--- src/rtl/fwd_pkg.sv ---
// Shared types and constants for the operand-forwarding source unit.
package fwd_pkg;
    localparam int DEF_REG_ADDRESS_LENGTH = 5;
    localparam int DEF_DATA_WIDTH         = 64;

    localparam logic [DEF_REG_ADDRESS_LENGTH-1:0] REG_ZERO = '0;

    typedef struct packed {
        logic                              valid;
        logic                              pending;
        logic [DEF_REG_ADDRESS_LENGTH-1:0] rd;
        logic [DEF_DATA_WIDTH-1:0]         data;
    } stageEntry_t;

    localparam stageEntry_t STAGE_BUBBLE = '0;
endpackage

--- src/rtl/fwd_source_unit_if.sv ---
// Bus between EX/decode/memory and the forwarding source unit.
interface fwd_source_unit_if import fwd_pkg::*; #(
    parameter int REG_ADDRESS_LENGTH = DEF_REG_ADDRESS_LENGTH,
    parameter int DATA_WIDTH         = DEF_DATA_WIDTH
) ();
    logic                          ex_valid;
    logic [REG_ADDRESS_LENGTH-1:0] ex_rd;
    logic [DATA_WIDTH-1:0]         ex_data;
    logic                          ex_is_load;
    logic                          mem_load_valid;
    logic [DATA_WIDTH-1:0]         mem_load_data;
    logic                          flush;
    logic [REG_ADDRESS_LENGTH-1:0] query_rA;
    logic [REG_ADDRESS_LENGTH-1:0] query_rB;
    logic                          fwd_sel_rA;
    logic                          fwd_sel_rB;
    logic [DATA_WIDTH-1:0]         fwd_data_rA;
    logic [DATA_WIDTH-1:0]         fwd_data_rB;
    logic                          stall;
    logic                          wb_valid;
    logic [REG_ADDRESS_LENGTH-1:0] wb_rd;
    logic [DATA_WIDTH-1:0]         wb_data;

    modport master (
        output ex_valid, ex_rd, ex_data, ex_is_load, mem_load_valid, mem_load_data,
               flush, query_rA, query_rB,
        input  fwd_sel_rA, fwd_sel_rB, fwd_data_rA, fwd_data_rB, stall,
               wb_valid, wb_rd, wb_data
    );

    modport slave (
        input  ex_valid, ex_rd, ex_data, ex_is_load, mem_load_valid, mem_load_data,
               flush, query_rA, query_rB,
        output fwd_sel_rA, fwd_sel_rB, fwd_data_rA, fwd_data_rB, stall,
               wb_valid, wb_rd, wb_data
    );
endinterface

--- src/rtl/fwd_lookup.sv ---
// Priority compare of one decode source register against the S1/S2 entries.
module fwd_lookup import fwd_pkg::*; #(
    parameter int REG_ADDRESS_LENGTH = DEF_REG_ADDRESS_LENGTH,
    parameter int DATA_WIDTH         = DEF_DATA_WIDTH
) (
    input  stageEntry_t                   s1,
    input  stageEntry_t                   s2,
    input  logic                          memLoadValid,
    input  logic [DATA_WIDTH-1:0]         memLoadData,
    input  logic [REG_ADDRESS_LENGTH-1:0] query,
    output logic                          sel,
    output logic [DATA_WIDTH-1:0]         data
);
    logic                  hit1;
    logic                  hit2;
    logic [DATA_WIDTH-1:0] s1Value;

    always_comb begin
        // An unfilled load in S1 must not match; stall keeps the stale S2 value unused.
        hit1    = s1.valid & (s1.rd != REG_ZERO) & (s1.rd == query) & (~s1.pending | memLoadValid);
        hit2    = s2.valid & (s2.rd != REG_ZERO) & (s2.rd == query);
        s1Value = (s1.pending & memLoadValid) ? memLoadData : s1.data;
        sel     = hit1 | hit2;
        data    = '0;
        if (hit1)
            data = s1Value;
        else if (hit2)
            data = s2.data;
    end
endmodule

--- src/rtl/fwd_source_unit.sv ---
// MEM (S1) / WB (S2) result tracking with load stall, flush and operand forwarding.
module fwd_source_unit import fwd_pkg::*; #(
    parameter int REG_ADDRESS_LENGTH = DEF_REG_ADDRESS_LENGTH,
    parameter int DATA_WIDTH         = DEF_DATA_WIDTH
) (
    input logic               clk,
    input logic               reset,
    fwd_source_unit_if.slave  bus
);
    stageEntry_t s1Q, s2Q;
    stageEntry_t s1Filled, s1Next, s2Next, exEntry;
    logic        fill;
    logic        stallInt;

    logic [DATA_WIDTH-1:0]         memData;
    logic [REG_ADDRESS_LENGTH-1:0] exRd;

    assign memData = bus.mem_load_data;
    assign exRd    = bus.ex_rd;

    always_comb begin
        fill     = s1Q.valid & s1Q.pending & bus.mem_load_valid;
        stallInt = s1Q.valid & s1Q.pending & ~bus.mem_load_valid;

        s1Filled = s1Q;
        if (fill) begin
            s1Filled.pending = 1'b0;
            s1Filled.data    = memData;
        end

        exEntry = '{valid:   bus.ex_valid,
                    pending: bus.ex_valid & bus.ex_is_load,
                    rd:      exRd,
                    data:    bus.ex_data};

        s1Next = s1Q;
        s2Next = STAGE_BUBBLE;
        if (bus.flush) begin
            // Only a completed S1 result survives a flush into writeback.
            s1Next = STAGE_BUBBLE;
            if (s1Q.valid & ~stallInt)
                s2Next = s1Filled;
        end else if (!stallInt) begin
            s1Next = exEntry;
            s2Next = s1Filled;
        end
    end

    always_ff @(posedge clk) begin
        if (reset) begin
            s1Q <= STAGE_BUBBLE;
            s2Q <= STAGE_BUBBLE;
        end else begin
            s1Q <= s1Next;
            s2Q <= s2Next;
        end
    end

    assign bus.stall    = stallInt;
    assign bus.wb_valid = s2Q.valid & (s2Q.rd != REG_ZERO);
    assign bus.wb_rd    = s2Q.rd;
    assign bus.wb_data  = s2Q.data;

    fwd_lookup #(.REG_ADDRESS_LENGTH(REG_ADDRESS_LENGTH), .DATA_WIDTH(DATA_WIDTH)) lookupA (
        .s1(s1Q), .s2(s2Q), .memLoadValid(bus.mem_load_valid), .memLoadData(memData),
        .query(bus.query_rA), .sel(bus.fwd_sel_rA), .data(bus.fwd_data_rA)
    );

    fwd_lookup #(.REG_ADDRESS_LENGTH(REG_ADDRESS_LENGTH), .DATA_WIDTH(DATA_WIDTH)) lookupB (
        .s1(s1Q), .s2(s2Q), .memLoadValid(bus.mem_load_valid), .memLoadData(memData),
        .query(bus.query_rB), .sel(bus.fwd_sel_rB), .data(bus.fwd_data_rB)
    );
endmodule
--- src/flat_wrapper.sv ---
// flat-port wrapper written by rule: the top's interface ports become plain ports
module fwd_source_unit_flat import fwd_pkg::*;
#(
    parameter int REG_ADDRESS_LENGTH = DEF_REG_ADDRESS_LENGTH,
    parameter int DATA_WIDTH         = DEF_DATA_WIDTH
)
  (clk, reset, bus_ex_valid, bus_ex_rd, bus_ex_data, bus_ex_is_load, bus_mem_load_valid, bus_mem_load_data, bus_flush, bus_query_rA, bus_query_rB, bus_fwd_sel_rA, bus_fwd_sel_rB, bus_fwd_data_rA, bus_fwd_data_rB, bus_stall, bus_wb_valid, bus_wb_rd, bus_wb_data);
  fwd_source_unit_if #(.REG_ADDRESS_LENGTH(REG_ADDRESS_LENGTH), .DATA_WIDTH(DATA_WIDTH)) bus_i ();
  input logic clk;
  input logic reset;
  input wire logic [$bits(bus_i.ex_valid)-1:0] bus_ex_valid;
  input wire logic [$bits(bus_i.ex_rd)-1:0] bus_ex_rd;
  input wire logic [$bits(bus_i.ex_data)-1:0] bus_ex_data;
  input wire logic [$bits(bus_i.ex_is_load)-1:0] bus_ex_is_load;
  input wire logic [$bits(bus_i.mem_load_valid)-1:0] bus_mem_load_valid;
  input wire logic [$bits(bus_i.mem_load_data)-1:0] bus_mem_load_data;
  input wire logic [$bits(bus_i.flush)-1:0] bus_flush;
  input wire logic [$bits(bus_i.query_rA)-1:0] bus_query_rA;
  input wire logic [$bits(bus_i.query_rB)-1:0] bus_query_rB;
  output wire logic [$bits(bus_i.fwd_sel_rA)-1:0] bus_fwd_sel_rA;
  output wire logic [$bits(bus_i.fwd_sel_rB)-1:0] bus_fwd_sel_rB;
  output wire logic [$bits(bus_i.fwd_data_rA)-1:0] bus_fwd_data_rA;
  output wire logic [$bits(bus_i.fwd_data_rB)-1:0] bus_fwd_data_rB;
  output wire logic [$bits(bus_i.stall)-1:0] bus_stall;
  output wire logic [$bits(bus_i.wb_valid)-1:0] bus_wb_valid;
  output wire logic [$bits(bus_i.wb_rd)-1:0] bus_wb_rd;
  output wire logic [$bits(bus_i.wb_data)-1:0] bus_wb_data;
  assign bus_i.ex_valid = bus_ex_valid;
  assign bus_i.ex_rd = bus_ex_rd;
  assign bus_i.ex_data = bus_ex_data;
  assign bus_i.ex_is_load = bus_ex_is_load;
  assign bus_i.mem_load_valid = bus_mem_load_valid;
  assign bus_i.mem_load_data = bus_mem_load_data;
  assign bus_i.flush = bus_flush;
  assign bus_i.query_rA = bus_query_rA;
  assign bus_i.query_rB = bus_query_rB;
  assign bus_fwd_sel_rA = bus_i.fwd_sel_rA;
  assign bus_fwd_sel_rB = bus_i.fwd_sel_rB;
  assign bus_fwd_data_rA = bus_i.fwd_data_rA;
  assign bus_fwd_data_rB = bus_i.fwd_data_rB;
  assign bus_stall = bus_i.stall;
  assign bus_wb_valid = bus_i.wb_valid;
  assign bus_wb_rd = bus_i.wb_rd;
  assign bus_wb_data = bus_i.wb_data;
  fwd_source_unit #(.REG_ADDRESS_LENGTH(REG_ADDRESS_LENGTH), .DATA_WIDTH(DATA_WIDTH)) u_core (.clk(clk), .reset(reset), .bus(bus_i));
endmodule
--- config.mk ---
export PLATFORM = sky130hd
export DESIGN_NAME = fwd_source_unit_flat
export DESIGN_NICKNAME = d
export VERILOG_FILES = /design/src/rtl/fwd_pkg.sv /design/src/rtl/fwd_source_unit_if.sv /design/src/rtl/fwd_lookup.sv /design/src/rtl/fwd_source_unit.sv /design/src/flat_wrapper.sv
export SDC_FILE = /design/constraint.sdc
export NUM_CORES = 1
export LEC_CHECK = 0
export ABC_AREA = 1
export BUFFER_PORTS_ARGS = -buffer_cell sky130_fd_sc_hd__buf_2
export CAP_MARGIN = 20
export CORE_MARGIN = 1.5
export CORE_UTILIZATION = 55
export CTS_CLUSTER_DIAMETER = 40
export CTS_CLUSTER_SIZE = 30
export DETAILED_ROUTE_END_ITERATION = 7
export HOLD_SLACK_MARGIN = 0.06
export PLACE_DENSITY = 0.86
export SLEW_MARGIN = 20
export SYNTH_ARGS = -nofsm -noshare
export SYNTH_HDL_FRONTEND = slang
export SYNTH_HIERARCHICAL = 1
export SYNTH_SLANG_ARGS = --single-unit
--- constraint.sdc ---
create_clock -name clk -period 2.7 [get_ports clk]
set_input_delay 0.135 -clock clk [delete_from_list [all_inputs] [get_ports clk]]
set_output_delay 0.135 -clock clk [all_outputs]
set_load 0.02 [all_outputs]
* Word-level counts from Yosys, hierarchy flattened
Index checks and enable logic that the tools add are counted.
Cells by class: eq/ne operators 4, multiplexer cells 10, bitwise logic cells 20, reductions and logical operators 3
Operator list (count):
- 64-bit 2-to-1 mux | 6
- 71-bit 2-to-1 mux | 3
- 5-bit == test | 4
- 1-bit AND | 14
- 5-bit nonzero test | 2
- 1-bit inverter | 3
- 1-bit bitwise OR | 3
- 2-bit OR reduction | 1
- 1-bit 2-to-1 mux | 1
Word-level totals: bits in registers 141, bits of input ports 149, logic and storage cells 44

* Logic depth before layout (Yosys ltp)
word-level depth 6, depth in mapped cells 9, gate-level depth less buffers 8

* Hierarchy
Netlist, hierarchy kept.
By module, submodules not included:
- fwd_source_unit | times used 1, cells each 1029, area each 6713.9 µm², sequential area each 2842.7 µm²
- fwd_lookup | times used 2, cells each 348, area each 1938.1 µm², sequential area each 0.0 µm²

* Least setup slack after synthesis
OpenSTA, ideal clock, no wires.
path type reg-to-output, start point register u_core.s2Q, in the netlist u_core/bus.wb_rd[1], end point output port bus_fwd_data_rA[23], data arrival time 1335 ps, setup slack 1230 ps, cell stages (with the launch flop) 10, path buffers 1, cell sequence dfxtp_1 > inv_1 > nand2_1 > nand2_1 > nor2_1 > nand2_1 > nor2_8 > buf_2 > nand3_1 > nand2_1
On the way: word-level cells in the longest chain between the ends 5, elaborated cells between the ends (all ways) 6, those cells by class eq/ne (1); mux (2); bitwise (2); reduce/logical (1)
RTL lines:
- start, declared | line fwd_source_unit.sv:10 | stageEntry_t s1Q, s2Q;
- start signal, assigned | line fwd_source_unit.sv:55 | s2Q <= s2Next;
- 5-bit nonzero test | line fwd_lookup.sv:21 | hit2 = s2.valid & (s2.rd != REG_ZERO) & (s2.rd == query);
- 1-bit AND | line fwd_lookup.sv:21
- 1-bit AND * | line fwd_lookup.sv:21
- 64-bit 2-to-1 mux * | line fwd_lookup.sv:27 | else if (hit2)
- 64-bit 2-to-1 mux * | line fwd_lookup.sv:25 | if (hit1)
- end, declared | line flat_wrapper.sv:22 | output wire logic [$bits(bus_i.fwd_data_rA)-1:0] bus_fwd_data_rA;
Mark *: on every way between the ends. The rest lies on a longest branch, timed or not.

* Final worst setup path
start point register u_core.s1Q, in the netlist u_core/s1Filled[70], end point output port bus_fwd_data_rB[30]
On the way: word-level cells in the longest chain between the ends 4
RTL lines:
- start, declared | line fwd_source_unit.sv:10
- start signal, assigned | line fwd_source_unit.sv:54 | s1Q <= s1Next;
- 1-bit AND (3 in series) | line fwd_lookup.sv:20 | hit1 = s1.valid & (s1.rd != REG_ZERO) & (s1.rd == query) & (~s1.pending | memLoadValid);
- 64-bit 2-to-1 mux | line fwd_lookup.sv:25
- end, declared | line flat_wrapper.sv:23 | output wire logic [$bits(bus_i.fwd_data_rB)-1:0] bus_fwd_data_rB;
Every way passes these cells.

==> impl_metrics.py <==
metrics = {
    "outcome": {
        "status": "completed",
    },
    "sta": {
        "slew_headroom_pct": 39.65,
        "slew_violations": 0,
        "tightestPinTransition_ns": 0.9053,
        "finalSetupViolations": 0,
        "finClkSkew_ns": 0.01021,
        "final_hold_viol_count": 0,
        "rsz0062_at_grt": "true",
        "period_needed_ns": 2.597,
        "max_clock_freq_mhz": 385.0,
        "final.period_utilization_pct": 96.20,
        "whs_ns": 0.06949,
    },
    "power_and_ir_drop": {
        "p_sw_mw": 1.393,
        "internal_power_mw": 3.911,
        "p_seq_share_pct": 41.9,
        "p_comb_share_pct": 14.7,
        "leakagePower_nw": 8.182,
        "powerDensity_nw_per_um2": 396.6,
        "pwr-share-clk_pct": 43.5,
        "sw_frac_of_total_pct": 26.27,
        "peakVddDrop_mv": 0.4279,
    },
    "layout": {
        "final_cell_mix": "594 x nand2_1, 349 x buf_2, 229 x inv_1",
        "multi_input_area_sq_um": 5811,
        "fill_cells": 1480,
        "seqCellArea_sq_um": 2825,
        "fin_cells": 2281,
        "final_common_cell": "nand2_1",
        "final_area_sq_um": 13370,
        "nets": 2183,
        "final_core_util_pct": 71.26,
        "area_growth_pct": 26.62,
        "drive_above_1_share_pct": 27.32,
    },
    "setup_path": {
        "crit_top_cell": "nand2_1",
        "slowest_stage": "dfxtp_2",
        "path_class": "reg -> out",
        "worstPathRequired_ns": 2.57,
        "cp-end-kind": "primary output",
        "startpoint_type": "flop",
        "cp_cell_sequence": "buf_4, nand2_1, nor2_1, nand2_1, nor2_4, buf_4, nand2_1, nand2_1, buf_2",
        "max_stage_delay_ns": 0.53,
        "cp_max_fo": 30,
        "cp.arrival_ns": 2.46,
    },
    "global_routing": {
        "gr-total-overflow": 0,
        "antenna_found_initial": 2,
        "grt_pass1_vias": 11555,
        "grt_pass1_wl_um": 56900,
        "grt_start_max_net_pins": 84,
        "grtUsageTotal_pct": 35.61,
    },
    "cts": {
        "clk-insertion-delay-late_ns": 0.42,
        "clockRootBuffer": "clkbuf_16",
        "clk_pin_slew_worst_paths_ns": 0.05,
        "cts_buffer_depth": 2,
        "cts-buffers-inserted": 17,
        "htree_levels": 4,
        "tritoncts": "done",
        "clock_sinks": 141,
    },
    "floorplanning": {
        "rows": 50,
        "die-area_sq_um": 20040,
        "ioPinCount": 350,
        "core_area_sq_um": 18770,
        "die_w_um": 141.6,
        "start_util_pct": 56.28,
        "die_h_um": 141.6,
    },
    "routing": {
        "viasPerCell": 5.407,
        "routedWlPerCell_um": 16.35,
        "dr.pass1.iters": 7,
        "drt_iter0_markers": 1205,
        "drtAntennaViolNets": 0,
        "drc": 0,
        "routed_wl_um": 37290,
        "met1_length_um": 13860,
        "met2WireLength_um": 17780,
        "met3_length_um": 3383,
        "maxUsedRoutingLayer": "met5",
        "vias": 12333,
    },
    "synthesis": {
        "synth.net_count": 1871,
        "synthCells": 1722,
        "synth_area_sq_um": 10560,
        "yosys_warnings": 6,
        "syn_area_per_cell_sq_um": 6.134,
    },
    "place": {
        "io_buffers": 349,
        "dp.cells": 2151,
        "placed_area_sq_um": 11810,
        "dp_hpwl_um": 22860,
        "finalWeightedCongestion": 0.9282,
    },
    "hold_path": {
        "hold_class": "in -> reg",
    },
    "job": {
        "maxCapViolCount": 0,
    },
}
## path summary, 6_finish.rpt
| kind | slack [ns] | depth (start not counted) | start | endpoint |
|---|---|---|---|---|
| worst max-delay path | 0.10 | 9 | u_core/s1Filled[70] | bus_fwd_data_rB[30] |
| worst min-delay path | 0.07 | 3 | bus_ex_valid | u_core/s1Filled[70] |
| worst max register to register | 0.55 | 5 | u_core/s1Filled[70] | u_core/bus.wb_rd[4] |
| worst min register to register | 0.49 | 2 | u_core/s1Filled[67] | u_core/bus.wb_rd[3] |
## through the flow
step              TNS, ns  total power, mW  setup WS (ns)
2_1_floorplan           0            2.664          1.230
3_3_place_gp            0            2.883         0.5251
3_5_place_dp            0            2.903         0.4867
4_1_cts                 0            5.289        0.04222
5_1_grt        -0.0006988            5.480     -0.0006988
6_report                0            5.304         0.1025
## power by group through the flow
| stage | Combinational [mW] | Clock [mW] | Sequential, mW |
|---|---|---|---|
| 6_report | 0.777 | 2.30 | 2.22 |
| 3_5_place_dp | 0.640 | 0 | 2.26 |
| 2_1_floorplan | 0.430 | 0 | 2.23 |
| 4_1_cts | 0.750 | 2.32 | 2.22 |
| 5_1_grt | 0.845 | 2.41 | 2.23 |
| 3_3_place_gp | 0.626 | 0 | 2.26 |
## layout make-up
class,instances,area share [%]
multi-input combinational,1167,43.45
timing repair buffer,468,22.21
sequential,141,21.12
inverter,239,6.708
clock buffer,21,3.443
tap,234,2.189
clock inverter,10,0.8607
antenna,1,0.01871
## flip-flops by register name, indices dropped and copies added (netlist names)
name,cells
u_core/s1Filled,6
u_core/bus.wb_rd,5
u_core/s1Q,65
u_core/s2Q,1
u_core/bus.wb_data,64
## worst max-delay path: cells and delay by family, from the launching register on
family,cells,cell delay [ns]
buf+inv,3,0.81
flops,1,0.53
simple gates,6,0.68
## layer usage
layer  vias up  global-route usage, %
met5         -                      0
met2       860                  61.23
li1       5825                      -
met3       205                  7.087
met4         2                  24.09
met1      5441                  39.84
## what timing repair did
item,4_1_cts,5_1_grt
hold endpoints to repair,93,0
gates resized for setup,0,2
hold buffers,94,0
endpoints found under the setup margin,0,79
buffers inserted,0,2
Power figures use the tool's default switching activity.
